==> src/rtl/mem_data_arbiter.sv <==
// mem_data_arbiter: shares the single-port mem_data RAM between the
// pipeline MEM stage (p_*) and the board debug reader (d_*).
// Ports: arb_in_clk/arb_in_rst (async, active-high); per requester a
// req/addr (and wren/data for writes) input and a gnt/valid/q output;
// arb_out_mem_* drive the RAM, arb_in_mem_q returns its registered q.
// Optional macro ARB_DEBUG_WRITE_EN adds arb_in_d_wren/arb_in_d_data.
// Read: IDLE/RESP -> ISSUE -> WAIT -> RESP. Write: IDLE/RESP -> ISSUE -> IDLE.
module mem_data_arbiter #(
    parameter int ADDR_W     = 10,
    parameter int DATA_W     = 32,
    parameter int STARVE_MAX = 4
) (
    input  logic              arb_in_clk,
    input  logic              arb_in_rst,
    input  logic              arb_in_p_req,
    input  logic              arb_in_p_wren,
    input  logic [ADDR_W-1:0] arb_in_p_addr,
    input  logic [DATA_W-1:0] arb_in_p_data,
    output logic              arb_out_p_gnt,
    output logic              arb_out_p_valid,
    output logic [DATA_W-1:0] arb_out_p_q,
    input  logic              arb_in_d_req,
    input  logic [ADDR_W-1:0] arb_in_d_addr,
`ifdef ARB_DEBUG_WRITE_EN
    input  logic              arb_in_d_wren,
    input  logic [DATA_W-1:0] arb_in_d_data,
`endif
    output logic              arb_out_d_gnt,
    output logic              arb_out_d_valid,
    output logic [DATA_W-1:0] arb_out_d_q,
    output logic [ADDR_W-1:0] arb_out_mem_address,
    output logic [DATA_W-1:0] arb_out_mem_data,
    output logic              arb_out_mem_wren,
    input  logic [DATA_W-1:0] arb_in_mem_q
);

    localparam int CNT_W = $clog2(STARVE_MAX + 1);
    localparam logic [CNT_W-1:0] STARVE_LIM = CNT_W'(STARVE_MAX);

    typedef enum logic [1:0] {
        IDLE  = 2'd0,
        ISSUE = 2'd1,
        WAIT  = 2'd2,
        RESP  = 2'd3
    } state_t;

    state_t            state, state_nxt;
    logic [CNT_W-1:0]  starve_cnt, cnt_nxt;
    // owner of the access in flight: 1 = debug, 0 = pipeline
    logic              owner_d, owner_nxt;
    logic              p_gnt_nxt, d_gnt_nxt;
    logic              p_valid_nxt, d_valid_nxt;
    logic [DATA_W-1:0] p_q_nxt, d_q_nxt;
    logic [ADDR_W-1:0] addr_nxt;
    logic [DATA_W-1:0] data_nxt;
    logic              wren_nxt;
    logic              p_win, d_win;
    logic              d_wr;
    logic [DATA_W-1:0] d_wdata;

`ifdef ARB_DEBUG_WRITE_EN
    assign d_wr    = arb_in_d_wren;
    assign d_wdata = arb_in_d_data;
`else
    assign d_wr    = 1'b0;
    assign d_wdata = '0;
`endif

    // Debug overrides the pipeline only once it has been passed over
    // STARVE_MAX times in a row.
    assign p_win = arb_in_p_req &&
                   !(arb_in_d_req && (starve_cnt == STARVE_LIM));
    assign d_win = arb_in_d_req && !p_win;

    always_comb begin
        state_nxt   = state;
        cnt_nxt     = starve_cnt;
        owner_nxt   = owner_d;
        p_gnt_nxt   = 1'b0;
        d_gnt_nxt   = 1'b0;
        p_valid_nxt = 1'b0;
        d_valid_nxt = 1'b0;
        p_q_nxt     = arb_out_p_q;
        d_q_nxt     = arb_out_d_q;
        addr_nxt    = arb_out_mem_address;
        data_nxt    = arb_out_mem_data;
        wren_nxt    = 1'b0;
        unique case (state)
            IDLE, RESP: begin
                if (p_win) begin
                    state_nxt = ISSUE;
                    owner_nxt = 1'b0;
                    p_gnt_nxt = 1'b1;
                    addr_nxt  = arb_in_p_addr;
                    wren_nxt  = arb_in_p_wren;
                    if (arb_in_p_wren)
                        data_nxt = arb_in_p_data;
                    if (arb_in_d_req && (starve_cnt != STARVE_LIM))
                        cnt_nxt = starve_cnt + 1'b1;
                end else if (d_win) begin
                    state_nxt = ISSUE;
                    owner_nxt = 1'b1;
                    d_gnt_nxt = 1'b1;
                    addr_nxt  = arb_in_d_addr;
                    wren_nxt  = d_wr;
                    if (d_wr)
                        data_nxt = d_wdata;
                    cnt_nxt   = '0;
                end else begin
                    state_nxt = IDLE;
                end
            end
            // mem_wren is only ever high in ISSUE, so it marks a write
            ISSUE: state_nxt = arb_out_mem_wren ? IDLE : WAIT;
            WAIT: begin
                state_nxt = RESP;
                if (owner_d) begin
                    d_q_nxt     = arb_in_mem_q;
                    d_valid_nxt = 1'b1;
                end else begin
                    p_q_nxt     = arb_in_mem_q;
                    p_valid_nxt = 1'b1;
                end
            end
        endcase
    end

    always_ff @(posedge arb_in_clk or posedge arb_in_rst) begin
        if (arb_in_rst) begin
            state <= IDLE;
        end else begin
            state <= state_nxt;
        end
    end

    always_ff @(posedge arb_in_clk or posedge arb_in_rst) begin
        if (arb_in_rst) begin
            starve_cnt          <= '0;
            owner_d             <= 1'b0;
            arb_out_p_gnt       <= 1'b0;
            arb_out_d_gnt       <= 1'b0;
            arb_out_p_valid     <= 1'b0;
            arb_out_d_valid     <= 1'b0;
            arb_out_p_q         <= '0;
            arb_out_d_q         <= '0;
            arb_out_mem_address <= '0;
            arb_out_mem_data    <= '0;
            arb_out_mem_wren    <= 1'b0;
        end else begin
            starve_cnt          <= cnt_nxt;
            owner_d             <= owner_nxt;
            arb_out_p_gnt       <= p_gnt_nxt;
            arb_out_d_gnt       <= d_gnt_nxt;
            arb_out_p_valid     <= p_valid_nxt;
            arb_out_d_valid     <= d_valid_nxt;
            arb_out_p_q         <= p_q_nxt;
            arb_out_d_q         <= d_q_nxt;
            arb_out_mem_address <= addr_nxt;
            arb_out_mem_data    <= data_nxt;
            arb_out_mem_wren    <= wren_nxt;
        end
    end

endmodule

==> config.mk <==
export PLATFORM = sky130hd
export DESIGN_NAME = mem_data_arbiter
export DESIGN_NICKNAME = d
export VERILOG_FILES = /design/src/rtl/mem_data_arbiter.sv
export SDC_FILE = /design/constraint.sdc
export NUM_CORES = 1
export LEC_CHECK = 0
export ABC_AREA = 1
export CAP_MARGIN = 15
export CORE_ASPECT_RATIO = 0.6
export CORE_MARGIN = 3
export CORE_UTILIZATION = 35
export CTS_CLUSTER_DIAMETER = 150
export DETAILED_ROUTE_END_ITERATION = 8
export PLACE_DENSITY_LB_ADDON = 0.2
export SETUP_SLACK_MARGIN = 0.2
export SLEW_MARGIN = 20
export SYNTH_ARGS = -nofsm -noshare
export SYNTH_HDL_FRONTEND = slang
export SYNTH_SLANG_ARGS = --single-unit
==> constraint.sdc <==
create_clock -name arb_in_clk -period 4.95 [get_ports arb_in_clk]
set_input_delay 0.99 -clock arb_in_clk [delete_from_list [all_inputs] [get_ports arb_in_clk]]
set_output_delay 0.99 -clock arb_in_clk [all_outputs]
set_load 0.005 [all_outputs]
==> results.yml, run 1 <==
clock_tree:
  post_cts_resized: 0
  root_buffer: "clkbuf_16"
  cts.path.max_buffers: 2
  clk_latency_ps: 400
  cts_tree: "done"
  clk_pin_slew_ps: 60
  h-tree-depth: 4
  clock-sinks: 117
  numCtsBuffers: 17
  post_cts_buffers: 0
  hold_buffers: 0
floorplanning:
  coreArea_um2: 12450
  io_pins: 200
  placementRows: 31
  die_y_um: 94.94
  die_width_um: 154.2
  initial_core_util_pct: 37.06
  dieArea_um2: 14640
critical_path:
  crit_path_end_kind: "register"
  cp.arrival_ps: 3040
  reg2reg_to: "arb_out_mem_address[7]$_DFFE_PP0P_"
  crit_type: "in -> reg"
  startpoint_type: "input port"
  crit_fanout: 14
  cp-startpoint: "arb_in_p_req"
  cp.required_ps: 5240
  timing.rr.start: "state[0]$_DFF_PP0_"
  cp-endpoint: "arb_out_mem_address[7]$_DFFE_PP0P_"
  reg2reg_setup_slack_ps: 2970
  rr_worst_depth: 6
synth:
  synth_xor_area_share_pct: 0
  yosys.area.top_type: "dfrtp_1"
  synth_fa_ha_area_share_pct: 1.085
  synthMuxAreaShare_pct: 0
  synth_fp_nets: 595
  netlist_area_um2: 4614
  yosys.area_share.simple_pct: 20.17
  ys_top_cells_by_area: "dfrtp_1 63%, nand2_1 16%, o21ai_0 7.4%"
  synth_top_area_share_pct: 63.45
  synth_cell_type_count: 15
  synth_compound_area_share_pct: 7.592
  ys_seq_elements: 117
  synth.avg_cell_area_um2: 9.192
  synthesis.instances: 502
  ys_warn_count: 0
  ys_seq_area_share_pct: 63.45
  synth_top_family_by_area: "simple AND/OR/NAND/NOR gates"
cells_and_area:
  drive_gt1_share_pct: 5.626
  nets: 791
  nFillCells: 1052
  diodes: 0
  syn_to_final_growth_pct: 58.79
grt:
  gr-total-overflow: 0
  grt_start_max_net_pins: 66
  grt_pass1_wl_um: 20530
  antenna_found_initial: 0
  grt_pass1_vias: 4057
  grt_usage_pct: 17.67
sta:
  finalSetupViolations: 0
  tns_ps: 0
  fin_crit_ps: 2747
  hold_viol_final: 0
  relSlewSlack_pct: 50.60
  fin_crit_sh_pct: 55.49
  finClkSkew_ps: 11.70
  rsz0062_at_grt: "no"
  slew_violations: 0
  max_slew.worst_pin.slew_ps: 736.0
  clock.fmax_ghz: 0.3641
drt:
  ant_nets: 0
  num_vias: 4008
  vias_per_cell: 4.575
  drt_wl_total_um: 12630
  drc: 0
  drtIter0Drc: 157
  wl_per_cell_um: 14.42
  dr.pass1.iters: 4
power:
  comb_power_share_pct: 36.7
  pwr-share-seq_pct: 36.2
  p_switching_mw: 1.411
  finalPower_mw: 4.633
  clockPowerShare_pct: 27.0
  p_leak_nw: 3.605
  vdd_drop_max_mv: 0.2617
  power_density_nw_per_um2: 632.3
  p_int_mw: 3.222
  p_sw_share_pct: 30.45
placement:
  io_buffers: 199
  place_congestion: 0.7653
  dp_hpwl_um: 8714
run:
  maxCapViolCount: 0
hold_path:
  min_path_type: "reg -> reg"
run_status:
  status: "finished clean"
## per-stage QoR
step           cell area [um^2]  instances  utilization, %  worst slack (ps)  hold slack (ps)
3_3_place_gp               6709        844           53.88              1928            460.6
2_1_floorplan              4614        502               -             859.2            472.4
5_1_grt                    7327        876           58.85              2029            499.2
3_5_place_dp               6709        844           53.88              1811            468.1
6_report                   7327        876           58.85              2203            480.3
4_1_cts                    7317        876           58.77              2231            483.2
## final cells by class
cell class | instances | area [um^2] | area share, %
clock buffer | 18 | 429.2 | 5.857
clock inverter | 14 | 178.9 | 2.442
inverter | 59 | 224.0 | 3.057
multi-input combinational | 301 | 1346 | 18.37
sequential | 117 | 2928 | 39.96
tap | 165 | 206.4 | 2.818
timing repair buffer | 202 | 2014 | 27.49
## kinds of logic after synthesis
family,Yosys count
adders and majority gates,4
buffers and inverters,84
DFF,117
AOI/OAI and AO/OA,70
and+or+nand+nor,227
## synth_stat cells (all sizes together)
library cell,n
buf,17
nand2,200
nor2,1
inv,59
dfrtp,117
nand4,1
a21oi,1
ha,4
o21ai,69
nand3,14
nand3b,11
clkbuf,8
## per-layer routing
layer	wire length (um)	part of all wire [%]	global-route usage [%]	vias to the layer above
li1	-	-	-	1938
met1	5852	46	24.12	1899
met2	5470	43	26.05	164
met3	1253	9.9	7.005	7
met4	56	0.44	5.437	0
met5	0	0	0	-
## state kept, by name (all words and copies together) (netlist names)
signal,cells
arb_out_d_gnt,1
arb_out_d_q,32
arb_out_d_valid,1
arb_out_mem_address,10
arb_out_mem_data,32
arb_out_mem_wren,1
arb_out_p_gnt,1
arb_out_p_q,32
arb_out_p_valid,1
owner_d,1
starve_cnt,3
state,2
## cells in the final DEF, fill, tap and decap left out
| cell type | netlist | routed |
|---|---|---|
| a21oi_1 | 1 | 1 |
| buf_4 | 0 | 3 |
| bufinv_16 | 0 | 3 |
| clkbuf_1 | 8 | 1 |
| clkbuf_16 | 0 | 17 |
| clkdlybuf4s50_1 | 0 | 199 |
| clkinv_2 | 0 | 1 |
| clkinv_4 | 0 | 6 |
| clkinvlp_4 | 0 | 3 |
| dfrtp_1 | 117 | 117 |
| ha_1 | 4 | 4 |
| inv_1 | 59 | 58 |
| inv_4 | 0 | 1 |
| inv_6 | 0 | 1 |
| nand2_1 | 200 | 198 |
| nand2_4 | 0 | 2 |
| nand3_1 | 12 | 12 |
| nand3_2 | 2 | 2 |
| nand3b_1 | 11 | 11 |
| nand4_1 | 1 | 1 |
| nor2_4 | 1 | 1 |
| o21ai_0 | 68 | 68 |
| o21ai_1 | 1 | 1 |
## power by group through the flow
stage | Clock, mW | Combinational (mW) | Sequential [mW]
after floorplan | 0 | 0.589 | 1.69
after global placement | 0 | 1.69 | 1.67
after detailed placement | 0 | 1.72 | 1.68
after CTS | 1.28 | 1.73 | 1.68
after global routing | 1.33 | 1.90 | 1.74
final | 1.25 | 1.70 | 1.68
## worst min-delay path by stage
| stage | startpoint | end | slack [ps] | depth (start not counted) |
|---|---|---|---|---|
| 5_1_grt | arb_out_mem_data[12]$_DFFE_PP0P_ | arb_out_mem_data[12]$_DFFE_PP0P_ | 500 | 2 |
| 4_1_cts | arb_out_mem_data[6]$_DFFE_PP0P_ | arb_out_mem_data[6]$_DFFE_PP0P_ | 480 | 2 |
| 6_report | arb_out_mem_data[30]$_DFFE_PP0P_ | arb_out_mem_data[30]$_DFFE_PP0P_ | 480 | 2 |
| 2_1_floorplan | arb_out_mem_data[0]$_DFFE_PP0P_ | arb_out_mem_data[0]$_DFFE_PP0P_ | 470 | 2 |
| 3_3_place_gp | arb_out_mem_data[25]$_DFFE_PP0P_ | arb_out_mem_data[25]$_DFFE_PP0P_ | 460 | 2 |
| 3_5_place_dp | arb_out_mem_data[28]$_DFFE_PP0P_ | arb_out_mem_data[28]$_DFFE_PP0P_ | 470 | 2 |
## critical path, stage by stage
cell and delay, ps:
clkdlybuf4s50_1 680, o21ai_1 720, inv_1 380, nand3_1 200
nand2_1 60
No activity file was read; power rests on OpenSTA's default activity.
==> run 2: changes to the inputs <==
==> constraint.sdc (replaced) <==
create_clock -name arb_in_clk -period 2.5 [get_ports arb_in_clk]
set_input_delay 0.5 -clock arb_in_clk [delete_from_list [all_inputs] [get_ports arb_in_clk]]
set_output_delay 0.5 -clock arb_in_clk [all_outputs]
set_load 0.005 [all_outputs]
==> results.yml, run 2 (synthesis gave the netlist of run 1 again) <==
critical_path:
  crit_slowest_cell: "nor2_4"
  path_cells: "inv_1, ha_1, nand3_2, nand3_2, nor2_4, nand2_1, nand2_1"
  reg2reg_setup_slack_ps: 680
  crit_type: "reg -> reg"
  cp.arrival_ps: 2160
  crit_fanout: 33
  crit_buf_inv: 1
  crit_path_end_kind: "register"
  cp.required_ps: 2830
  crit_path_max_incr_delay_ps: 560
  cpLargestDelayFamily: "simple AND/OR/NAND/NOR gates"
  startpoint_type: "register"
placement:
  io_buffers: 199
  dp_cells: 850
  place_congestion: 0.7711
  dp_hpwl_um: 8942
clock_tree:
  h-tree-depth: 4
  root_buffer: "clkbuf_16"
  clk_latency_ps: 400
  cts.path.max_buffers: 2
  post_cts_buffers: 0
  hold_buffers: 0
  post_cts_resized: 0
  clock-sinks: 117
  cts_tree: "done"
  clk_pin_slew_ps: 50
  numCtsBuffers: 17
cells_and_area:
  syn_to_final_growth_pct: 60.52
  drive_gt1_share_pct: 6.555
  diodes: 0
  nets: 797
  final_common_cell: "clkdlybuf4s50_1"
  final_cells: 882
  final_cell_mix: "199 x clkdlybuf4s50_1, 198 x nand2_1, 117 x dfrtp_1"
  reg.largest.list: "arb_out_d_q (32), arb_out_mem_data (32), arb_out_p_q (32)"
sta:
  finalSetupViolations: 0
  slew_violations: 0
  clock.fmax_ghz: 0.5482
  hold_viol_final: 0
  hold_slack_ps: 477.5
  fin_crit_ps: 1824
  tns_ps: 0
  rsz0062_at_grt: "no"
  finClkSkew_ps: 12.15
  max_slew.worst_pin.slew_ps: 696.0
  fin_crit_sh_pct: 72.96
  relSlewSlack_pct: 53.49
grt:
  grt_pass1_vias: 4031
  grt_start_max_net_pins: 52
  gr-total-overflow: 0
  grt_use_met1_pct: 22.83
  grt_usage_pct: 17.04
  top_usage_layer: "met2"
  use_met3_pct: 7.234
  grt_pass1_wl_um: 19940
  grt_use_met2_pct: 25.76
  antenna_found_initial: 0
drt:
  vias_per_cell: 4.478
  dr.pass1.iters: 5
  drtIter0Drc: 218
  ant_nets: 0
  drt_wl_total_um: 12300
  wl_per_cell_um: 13.95
  num_vias: 3950
  drc: 0
run:
  maxCapViolCount: 0
floorplanning:
  placementRows: 31
  dieArea_um2: 14640
  coreArea_um2: 12450
  initial_core_util_pct: 37.06
  die_y_um: 94.94
  io_pins: 200
  die_width_um: 154.2
power:
  power_density_nw_per_um2: 1256
  vdd_drop_max_mv: 0.5489
  p_leak_nw: 3.635
hold_path:
  min_path_type: "reg -> reg"
run_status:
  status: "finished clean"
==> run 2: changes by cell type in the layout (fill, tap and decap cells not counted), sizes merged <==
cell      delta
clkinv       -2
buf          +6
clkinvlp     +1
bufinv       +1
==> run 2: final cells by class <==
cell class	count	area, um^2
clock buffers	18	439.2
clock inverters	14	200.2
fillers	1050	5044
inverters	59	225.2
multi-input cells	301	1336
flip-flops and latches	117	2928
well taps	165	206.4
repair buffers	208	2072
==> run 2: worst paths after layout <==
path,cells after the start,end,startpoint
max,7,arb_out_mem_data[26]$_DFFE_PP0P_,starve_cnt[0]$_DFFE_PP0P_
min reg2reg,2,arb_out_mem_address[3]$_DFFE_PP0P_,arb_out_mem_address[3]$_DFFE_PP0P_
max in group asynchronous,3,arb_out_d_q[26]$_DFFE_PP0P_,arb_in_rst
max reg2reg,7,arb_out_mem_data[26]$_DFFE_PP0P_,starve_cnt[0]$_DFFE_PP0P_
min in group asynchronous,3,starve_cnt[1]$_DFFE_PP0P_,arb_in_rst
min,2,arb_out_mem_address[3]$_DFFE_PP0P_,arb_out_mem_address[3]$_DFFE_PP0P_
==> run 2: where the power goes <==
group          total, mW  internal [mW]  leakage [nW]  switching, mW
clock network       2.57           1.70         0.303          0.869
registers           3.33           2.80          1.44          0.531
logic               3.40           2.03          1.89           1.37
==> run 2: routing by layer <==
layer  wire [um]  part of all wire [%]
met2        5348                    43
met1        5809                    47
met4          27                  0.22
met3        1117                   9.1
met5           0                     0
==> run 2: metrics by stage <==
| step | total power, mW | worst slack [ps] | area, um^2 | util, % |
|---|---|---|---|---|
| after floorplan | 4.512 | 572.6 | 4618 | - |
| after global placement | 6.705 | 365.7 | 6768 | 54.36 |
| after detailed placement | 6.790 | 281.1 | 6768 | 54.36 |
| after CTS | 9.440 | 651.4 | 7407 | 59.49 |
| after global routing | 9.966 | 482.3 | 7407 | 59.49 |
| final | 9.307 | 675.9 | 7407 | 59.49 |
==> run 2: worst register-to-register path, cell delays in order (launching register included) <==
cell and delay, ps:
dfrtp_1 350, inv_1 80, ha_1 200, nand3_2 200, nand3_2 140, nor2_4 560, nand2_1 140, nand2_1 90
==> run 3: changes to the inputs <==
==> constraint.sdc (replaced) <==
create_clock -name arb_in_clk -period 1.5 [get_ports arb_in_clk]
set_input_delay 0.3 -clock arb_in_clk [delete_from_list [all_inputs] [get_ports arb_in_clk]]
set_output_delay 0.3 -clock arb_in_clk [all_outputs]
set_load 0.005 [all_outputs]
==> results.yml, run 3 (synthesis gave the netlist of run 1 again) <==
floorplanning:
  die_width_um: 154.2
  io_pins: 200
  initial_core_util_pct: 37.06
  coreArea_um2: 12450
  placementRows: 31
  dieArea_um2: 14640
  die_y_um: 94.94
critical_path:
  reg2reg_to: "arb_out_mem_data[25]$_DFFE_PP0P_"
  timing.rr.start: "state[1]$_DFF_PP0_"
  path_cells: "ha_4, nand3_2, nor2_4, clkbuf_16, nand2_1, nand2_1"
  crit_type: "reg -> reg"
  crit_slowest_cell: "dfrtp_1"
  crit_path_max_incr_delay_ps: 400
  cpLargestDelayFamily: "flip-flops"
  cpMostUsedCell: "nand2_1"
  crit_path_end_kind: "register"
  crit_fanout: 16
  cp.required_ps: 1840
  cp.arrival_ps: 1730
  crit_buf_inv: 1
  reg2reg_setup_slack_ps: 110
  rr_worst_depth: 6
  cp.depth: 6
  startpoint_type: "register"
grt:
  gr-total-overflow: 0
  use_met3_pct: 7.738
  grt_use_met2_pct: 27.32
  top_usage_layer: "met2"
  grt_pass1_wl_um: 21390
  antenna_found_initial: 0
  grt_start_max_net_pins: 56
  grt_pass1_vias: 4262
  grt_usage_pct: 18.50
  grt_use_met1_pct: 24.78
clock_tree:
  cts_tree: "done"
  root_buffer: "clkbuf_16"
  cts.path.max_buffers: 2
  hold_buffers: 0
  h-tree-depth: 4
  clock-sinks: 117
  numCtsBuffers: 17
  clk_pin_slew_ps: 50
  clk_latency_ps: 410
placement:
  dp_hpwl_um: 9245
  io_buffers: 199
  place_congestion: 0.8076
sta:
  finalSetupViolations: 0
  relSlewSlack_pct: 77.22
  finClkSkew_ps: 7.116
  rsz0062_at_grt: "yes"
  slew_violations: 0
  hold_viol_final: 0
  fin_crit_sh_pct: 92.33
  clock.fmax_ghz: 0.7220
  hold_slack_ps: 338.3
  tns_ps: 0
  fin_crit_ps: 1385
  max_slew.worst_pin.slew_ps: 341.7
drt:
  num_vias: 4119
  drc: 0
  wl_per_cell_um: 14.50
  drtIter0Drc: 221
  ant_nets: 0
  vias_per_cell: 4.531
  dr.pass1.iters: 4
  drt_wl_total_um: 13180
run_status:
  status: "finished clean"
power:
  vdd_drop_max_mv: 0.9250
  p_leak_nw: 3.869
  power_density_nw_per_um2: 2059
  finalPower_mw: 14.84
run:
  maxCapViolCount: 0
cells_and_area:
  final_cell_mix: "197 x nand2_1, 117 x dfrtp_1, 99 x buf_2"
  nFillCells: 1126
  syn_to_final_growth_pct: 56.21
  drive_gt1_share_pct: 25.81
  diodes: 0
  final_common_cell: "nand2_1"
  reg.largest.list: "arb_out_d_q (32), arb_out_mem_data (32), arb_out_p_q (32)"
  nets: 825
hold_path:
  min_path_type: "in -> async"
==> run 3: how the worst max path moves through the flow <==
| stage | startpoint | to | slack, ps |
|---|---|---|---|
| after floorplan | arb_in_rst | arb_out_d_gnt$_DFF_PP0_ | -230 |
| after global placement | arb_in_d_req | arb_out_mem_address[8]$_DFFE_PP0P_ | -40 |
| after detailed placement | arb_in_d_req | arb_out_mem_address[8]$_DFFE_PP0P_ | -100 |
| after CTS | state[1]$_DFF_PP0_ | arb_out_mem_data[29]$_DFFE_PP0P_ | 140 |
| after global routing | state[1]$_DFF_PP0_ | arb_out_mem_data[29]$_DFFE_PP0P_ | 40 |
| final | state[1]$_DFF_PP0_ | arb_out_mem_data[25]$_DFFE_PP0P_ | 110 |
==> run 3: cell type report <==
class,count,area (um^2),area share (%)
multi-input combinational,301,1371,19.02
sequential,117,2928,40.62
clock buffer,17,425.4,5.902
tap,165,206.4,2.864
timing repair buffer,236,1843,25.57
inverter,59,225.2,3.124
clock inverter,14,209.0,2.899
==> run 3: repair_timing <==
item,CTS,global route
setup endpoints to repair,160,61
resized for setup,431,16
setup buffers,16,2
pin swaps,2,0
cloned,1,1
==> run 3: metrics by stage <==
| step | util [%] | area, um^2 | setup WS, ps | std cells |
|---|---|---|---|---|
| 5_1_grt | 57.89 | 7208 | 39.01 | 909 |
| 3_3_place_gp | 55.34 | 6890 | -40.28 | 858 |
| 4_1_cts | 58.09 | 7233 | 139.0 | 906 |
| 2_1_floorplan | - | 4618 | -227.4 | 502 |
| 3_5_place_dp | 55.34 | 6890 | -104.5 | 858 |
| 6_report | 57.89 | 7208 | 115.0 | 909 |
==> run 3: layer usage <==
layer,wire [um],vias to the layer above
li1,-,2006
met1,6007,1935
met2,5834,164
met3,1192,14
met4,142,0
met5,0,-
==> run 3: worst reg2reg max path: cells and delay by family (launching register included) <==
family	cells	cell delay, ps
simple gates	4	400
flops	1	400
buf+inv	1	210
fa+ha+maj	1	320
==> run 3: where the power goes <==
group / switching (mW) / internal [mW]
Sequential: 0.799 / 4.67
Clock: 1.43 / 2.93
Combinational: 2.52 / 2.50
